==> config.mk <==
export PLATFORM = sky130hd
export DESIGN_NAME = sram_uart_dumper
export DESIGN_NICKNAME = d
export VERILOG_FILES = /design/src/rtl/sram_uart_dumper.sv
export SDC_FILE = /design/constraint.sdc
export NUM_CORES = 1
export LEC_CHECK = 0
export CORE_MARGIN = 2
export CORE_UTILIZATION = 59
export DETAILED_ROUTE_END_ITERATION = 10
export PLACE_DENSITY = 0.86
export SLEW_MARGIN = 5
export SYNTH_ARGS = -nofsm -noshare
export SYNTH_HDL_FRONTEND = slang
export SYNTH_SLANG_ARGS = --single-unit
==> constraint.sdc <==
create_clock -name Clock_50 -period 5.5 [get_ports Clock_50]
set_input_delay 1.1 -clock Clock_50 [delete_from_list [all_inputs] [get_ports Clock_50]]
set_output_delay 1.1 -clock Clock_50 [all_outputs]
set_load 0.01 [all_outputs]
==> src/rtl/sram_uart_dumper.sv <==
// sram_uart_dumper: streams a block of 16-bit SRAM words out of an 8N1 UART,
// high byte first. The next word is read while the low byte is shifting out,
// so consecutive frames of one dump follow each other with no idle gap.
module sram_uart_dumper #(
  parameter int CLKS_PER_BIT = 434,
  parameter int ADDR_W       = 18
) (
  input  logic              Clock_50,
  input  logic              Resetn,
  input  logic              Start,
  input  logic [ADDR_W-1:0] Base_address,
  input  logic [ADDR_W-1:0] Word_count,
  output logic [ADDR_W-1:0] SRAM_address,
  output logic              SRAM_we_n,
  output logic [15:0]       SRAM_write_data,
  input  logic [15:0]       SRAM_read_data,
  output logic              UART_TX_O,
  output logic              Busy,
  output logic              Done
);

  localparam int CNT_W = (CLKS_PER_BIT > 2) ? $clog2(CLKS_PER_BIT) : 1;
  localparam logic [CNT_W-1:0] CNT_LAST = CNT_W'(CLKS_PER_BIT - 1);

  localparam logic [2:0] S_IDLE    = 3'd0;
  localparam logic [2:0] S_ISSUE   = 3'd1;
  localparam logic [2:0] S_WAIT1   = 3'd2;
  localparam logic [2:0] S_WAIT2   = 3'd3;
  localparam logic [2:0] S_TX_HIGH = 3'd4;
  localparam logic [2:0] S_TX_LOW  = 3'd5;
  localparam logic [2:0] S_DONE    = 3'd6;

  logic [2:0]        state;
  logic [ADDR_W-1:0] addr;
  logic [ADDR_W-1:0] remaining;
  logic [15:0]       word_buf;
  logic [15:0]       next_buf;
  logic              next_valid;
  logic [1:0]        pf_pipe;     // prefetch read in flight: [0] issued, [1] data valid now
  logic [CNT_W-1:0]  clk_cnt;
  logic [3:0]        bit_idx;     // 0 start, 1..8 data LSB first, 9 stop
  logic [7:0]        tx_byte;
  logic              frame_bit;

  // Block never writes the SRAM.
  assign SRAM_we_n       = 1'b1;
  assign SRAM_write_data = 16'h0000;

  // Select the serial level for the current bit slot of the active byte.
  always_comb begin
    tx_byte   = 8'h00;
    frame_bit = 1'b1;
    if (state == S_TX_HIGH) begin
      tx_byte = word_buf[15:8];
    end else begin
      tx_byte = word_buf[7:0];
    end
    if (bit_idx == 4'd0) begin
      frame_bit = 1'b0;
    end else if (bit_idx == 4'd9) begin
      frame_bit = 1'b1;
    end else begin
      // bit_idx 1..8 maps to data bit 0..7 (8 wraps to 7 in three bits).
      frame_bit = tx_byte[bit_idx[2:0] - 3'd1];
    end
  end

  // Dump sequencer: SRAM reads, prefetch pipeline, and bit timing.
  // The UART output is registered, so each TX edge drives the bit slot
  // named by the counters; the output therefore trails the counters by one cycle.
  always_ff @(posedge Clock_50 or negedge Resetn) begin
    if (!Resetn) begin
      state        <= S_IDLE;
      addr         <= '0;
      remaining    <= '0;
      word_buf     <= 16'h0000;
      next_buf     <= 16'h0000;
      next_valid   <= 1'b0;
      pf_pipe      <= 2'b00;
      clk_cnt      <= '0;
      bit_idx      <= 4'd0;
      SRAM_address <= '0;
      UART_TX_O    <= 1'b1;
      Busy         <= 1'b0;
      Done         <= 1'b0;
    end else begin
      Done    <= 1'b0;
      pf_pipe <= {pf_pipe[0], 1'b0};
      if (pf_pipe[1]) begin
        next_buf   <= SRAM_read_data;
        next_valid <= 1'b1;
        remaining  <= remaining - ADDR_W'(1);
      end
      case (state)
        S_IDLE: begin
          UART_TX_O <= 1'b1;
          if (Start) begin
            addr      <= Base_address;
            remaining <= Word_count;
            if (Word_count == '0) begin
              state <= S_DONE;
            end else begin
              state <= S_ISSUE;
              Busy  <= 1'b1;
            end
          end
        end
        S_ISSUE: begin
          SRAM_address <= addr;
          addr         <= addr + ADDR_W'(1);
          state        <= S_WAIT1;
        end
        S_WAIT1: begin
          state <= S_WAIT2;
        end
        S_WAIT2: begin
          word_buf  <= SRAM_read_data;
          remaining <= remaining - ADDR_W'(1);
          clk_cnt   <= '0;
          bit_idx   <= 4'd0;
          state     <= S_TX_HIGH;
        end
        S_TX_HIGH, S_TX_LOW: begin
          UART_TX_O <= frame_bit;
          if (clk_cnt == CNT_LAST) begin
            clk_cnt <= '0;
            if (bit_idx == 4'd9) begin
              bit_idx <= 4'd0;
              if (state == S_TX_HIGH) begin
                state <= S_TX_LOW;
                if (remaining != '0) begin
                  SRAM_address <= addr;
                  addr         <= addr + ADDR_W'(1);
                  pf_pipe      <= 2'b01;
                end
              end else if (next_valid) begin
                word_buf   <= next_buf;
                next_valid <= 1'b0;
                state      <= S_TX_HIGH;
              end else begin
                state <= S_DONE;
              end
            end else begin
              bit_idx <= bit_idx + 4'd1;
            end
          end else begin
            clk_cnt <= clk_cnt + CNT_W'(1);
          end
        end
        S_DONE: begin
          UART_TX_O <= 1'b1;
          Done      <= 1'b1;
          Busy      <= 1'b0;
          state     <= S_IDLE;
        end
        default: begin
          state <= S_IDLE;
        end
      endcase
    end
  end

endmodule

==> results.json <==
{
  "outcome": "finished, final reports clean",
  "postPlaceCellArea_um2": 6850,
  "finalPower_mw": 1.41,
  "synth_xor_area_frac": 0.0230,
  "fillers": 790,
  "vias": 5009,
  "hold_viol": 0,
  "drtPass1Iterations": 5,
  "top_level_ports": 93,
  "gp_congestion": 0.907,
  "rr_endpoint": "addr[1]$_DFFE_PN0P_",
  "grt_pass1_vias": 4959,
  "diodes": 0,
  "finalSetupViolations": 0,
  "grt_pass1_wl_um": 23100,
  "synth_fa_ha_area_frac": 0.0164,
  "powerDensity_nw_per_um2": 200,
  "avgSynthCellArea_um2": 9.66,
  "critPathLaunchType": "flip-flop",
  "period_share": 0.553,
  "yosys.area.top_type": "dfrtp_1",
  "reg2reg_from": "clk_cnt[2]$_DFFE_PN0N_",
  "ff2ff_path_depth": 5,
  "fmax_mhz": 329,
  "path_max_fanout": 19,
  "start_util": 0.598,
  "wire_per_inst_um": 16.7,
  "crit_buf_inv": 0,
  "die-area_um2": 11200,
  "grt_max_degree": 76,
  "vias_per_cell": 6.04,
  "dp_slack_ps": 2040,
  "fin_crit_ps": 3040,
  "clk_path_buf_depth": 2,
  "max_stage_delay_ps": 810,
  "synth_top_family_by_area": "simple AND/OR/NAND/NOR gates",
  "core.rowCount": 37,
  "synth_ff_type": "dfrtp_1",
  "hpwl_um": 9760,
  "ys_ff_latch": 108,
  "setup_ws_ps": 2460,
  "postCtsSetupRepairBufs": 0,
  "nets": 751,
  "yosysWarnings": 0,
  "synthTopCellsByArea": "dfrtp_1, mux2_2, nand2_1, o21ai_0, nor2_1",
  "leakagePower_nw": 2.74,
  "cpMaxStageDelayCell": "a21oi_2",
  "dieWidth_um": 106,
  "clk_pin_slew_ps": 110,
  "netlist_area_um2": 6090,
  "clk_latency_ps": 380,
  "synth.distinct_cells": 66,
  "postLayoutCellArea_um2": 7070,
  "synth_top_area_share": 0.439,
  "clkSinkCount": 108,
  "relSlewSlack": 0.260,
  "yosysSeqAreaShare": 0.444,
  "cp_top_family": "compound AO/OA/AOI/OAI gates",
  "drv_cap": 0,
  "critical_path_required_ps": 5780,
  "crit_path_cell_trace": "or4b_4, nor3_4, o2111ai_4, a21oi_2, mux2_2",
  "cts_root_buffer": "clkbuf_8",
  "worst_slew_pin_slew_ps": 1110,
  "cts_tree": "done",
  "worstHoldPathCells": 1,
  "core-area_um2": 10200,
  "skew_ps": 7.67,
  "ff2ff_setup_slack_ps": 2460,
  "synthMuxAreaShare": 0.126,
  "crit_type": "flip-flop to flip-flop",
  "drtAntennaViolNets": 0,
  "cts_resized": 0,
  "vdd_drop_max_mv": 0.127,
  "port_buffers": 75,
  "wl_um": 13900,
  "critPathCaptureType": "flip-flop",
  "synth_compound_area_frac": 0.150,
  "synth_edf_count": 0,
  "final-max-slew-violation-count": 0,
  "hp-class": "flip-flop to flip-flop",
  "holdBufCountCts": 0,
  "synthToLayoutAreaGrowth_pct": 16.0,
  "yosys.area_share.simple": 0.187,
  "rsz0062_at_grt": "false",
  "layout-drive-gt1-share": 0.131,
  "cts_max_level": 3,
  "timing.setup.tns_ps": 0,
  "synthArstFlopShare": 1.00,
  "hold_end": "pf_pipe[1]$_DFF_PN0_",
  "syn_inst": 631,
  "drc": 0,
  "grt_overflow": 0,
  "cp.arrival_ps": 3320,
  "drt_iter0_markers": 431,
  "track_usage": 0.257,
  "hold_start": "pf_pipe[0]$_DFF_PN0_",
  "grt_antenna_before_repair": 0,
  "die_height_um": 106,
  "cts_buffers": 9
}
synth_stat cells, drive strengths merged (3+ instances only):
master,count
a2bb2oi,16
clkbuf,27
buf,23
a211oi,8
nor4,10
xor2,9
mux2i,5
a22o,3
dfrtp,107
o22ai,9
o211ai,6
nand2b,7
inv,12
a31oi,4
a21oi,11
xnor2,7
o21ai,43
mux2,52
nor2,54
o31ai,3
ha,8
a221oi,10
mux4,4
nor3b,3
nor2b,5
nand4,6
nor3,12
nand3,28
or3,5
nand2,101
per-layer routing:
layer	wire length [um]	share of wire	global-route usage
met4	282	0.020	0.0977
met3	659	0.048	0.0353
met2	6900	0.50	0.433
met5	0	0	0
met1	6030	0.43	0.338
layout by cell type (no fill, tap or decap), drive strengths merged, types with 3 or more instances in the layout:
cell,count
o211ai,6
mux4,4
nor2b,5
a2bb2oi,16
clkdlybuf4s50,74
mux2i,5
nand4,6
nand3,28
nor2,54
conb,17
a211oi,8
nand2,101
a22o,3
or3,5
nor3,12
o21ai,43
inv,14
nor3b,3
dfrtp,107
ha,8
o31ai,3
nor4,10
xor2,9
o22ai,9
nand2b,7
xnor2,7
a21oi,11
buf,7
mux2,52
clkbuf,9
a221oi,10
a31oi,4
how the worst max path moves through the flow:
stage | from | endpoint | slack (ps) | cells after the start
after floorplan | Word_count[12] | state[0]$_DFFE_PN0P_ | 2880 | 4
after CTS | Start | addr[1]$_DFFE_PN0P_ | 2470 | 5
after detailed placement | Start | addr[1]$_DFFE_PN0P_ | 2040 | 5
after global routing | bit_idx[0]$_DFFE_PN0P_ | addr[1]$_DFFE_PN0P_ | 2330 | 6
after global placement | Start | addr[1]$_DFFE_PN0P_ | 2080 | 5
final | clk_cnt[2]$_DFFE_PN0N_ | addr[1]$_DFFE_PN0P_ | 2460 | 5
power breakdown:
group / internal (mW) / switching, mW
registers: 0.794 / 0.000506
logic: 0.0365 / 0.0342
clock network: 0.260 / 0.288
logic make-up after synthesis:
kind of cell             Yosys count
AND/OR/NAND/NOR                  244
AO/OA/AOI/OAI                    130
flip-flops                       108
buffers and inverters             62
multiplexers                      61
XOR/XNOR                          16
adder cells (fa/ha/maj)            8
other                              2
cell type report:
cell class	instances	area (um^2)	area share
clock buffer	9	124	0.0175
clock inverter	7	98.8	0.0140
inverter	12	45.0	0.00637
multi-input combinational	476	3130	0.443
sequential	108	2700	0.383
tap	136	170	0.0241
timing repair buffer	81	793	0.112
flip-flops by register name, summed over array words and instances (netlist names), 2 cells and up:
| register | flops |
|---|---|
| clk_cnt | 9 |
| word_buf | 16 |
| state | 3 |
| remaining | 18 |
| next_buf | 16 |
| SRAM_address | 18 |
| pf_pipe | 2 |
| addr | 18 |
| bit_idx | 4 |
worst reg2reg max path, stage by stage, from the launching register on:
cell and delay [ps]:
dfrtp_1 450, or4b_4 600, nor3_4 290, o2111ai_4 390, a21oi_2 810, mux2_2 410
per-stage QoR:
stage / util / hold slack [ps] / std cells
finish: 0.694 / 483 / 829
global route: 0.694 / 533 / 829
CTS: 0.694 / 483 / 829
detailed placement: 0.672 / 461 / 813
global placement: 0.672 / 450 / 813
floorplan: - / 439 / 646
No activity file was read; power rests on OpenSTA's default activity.
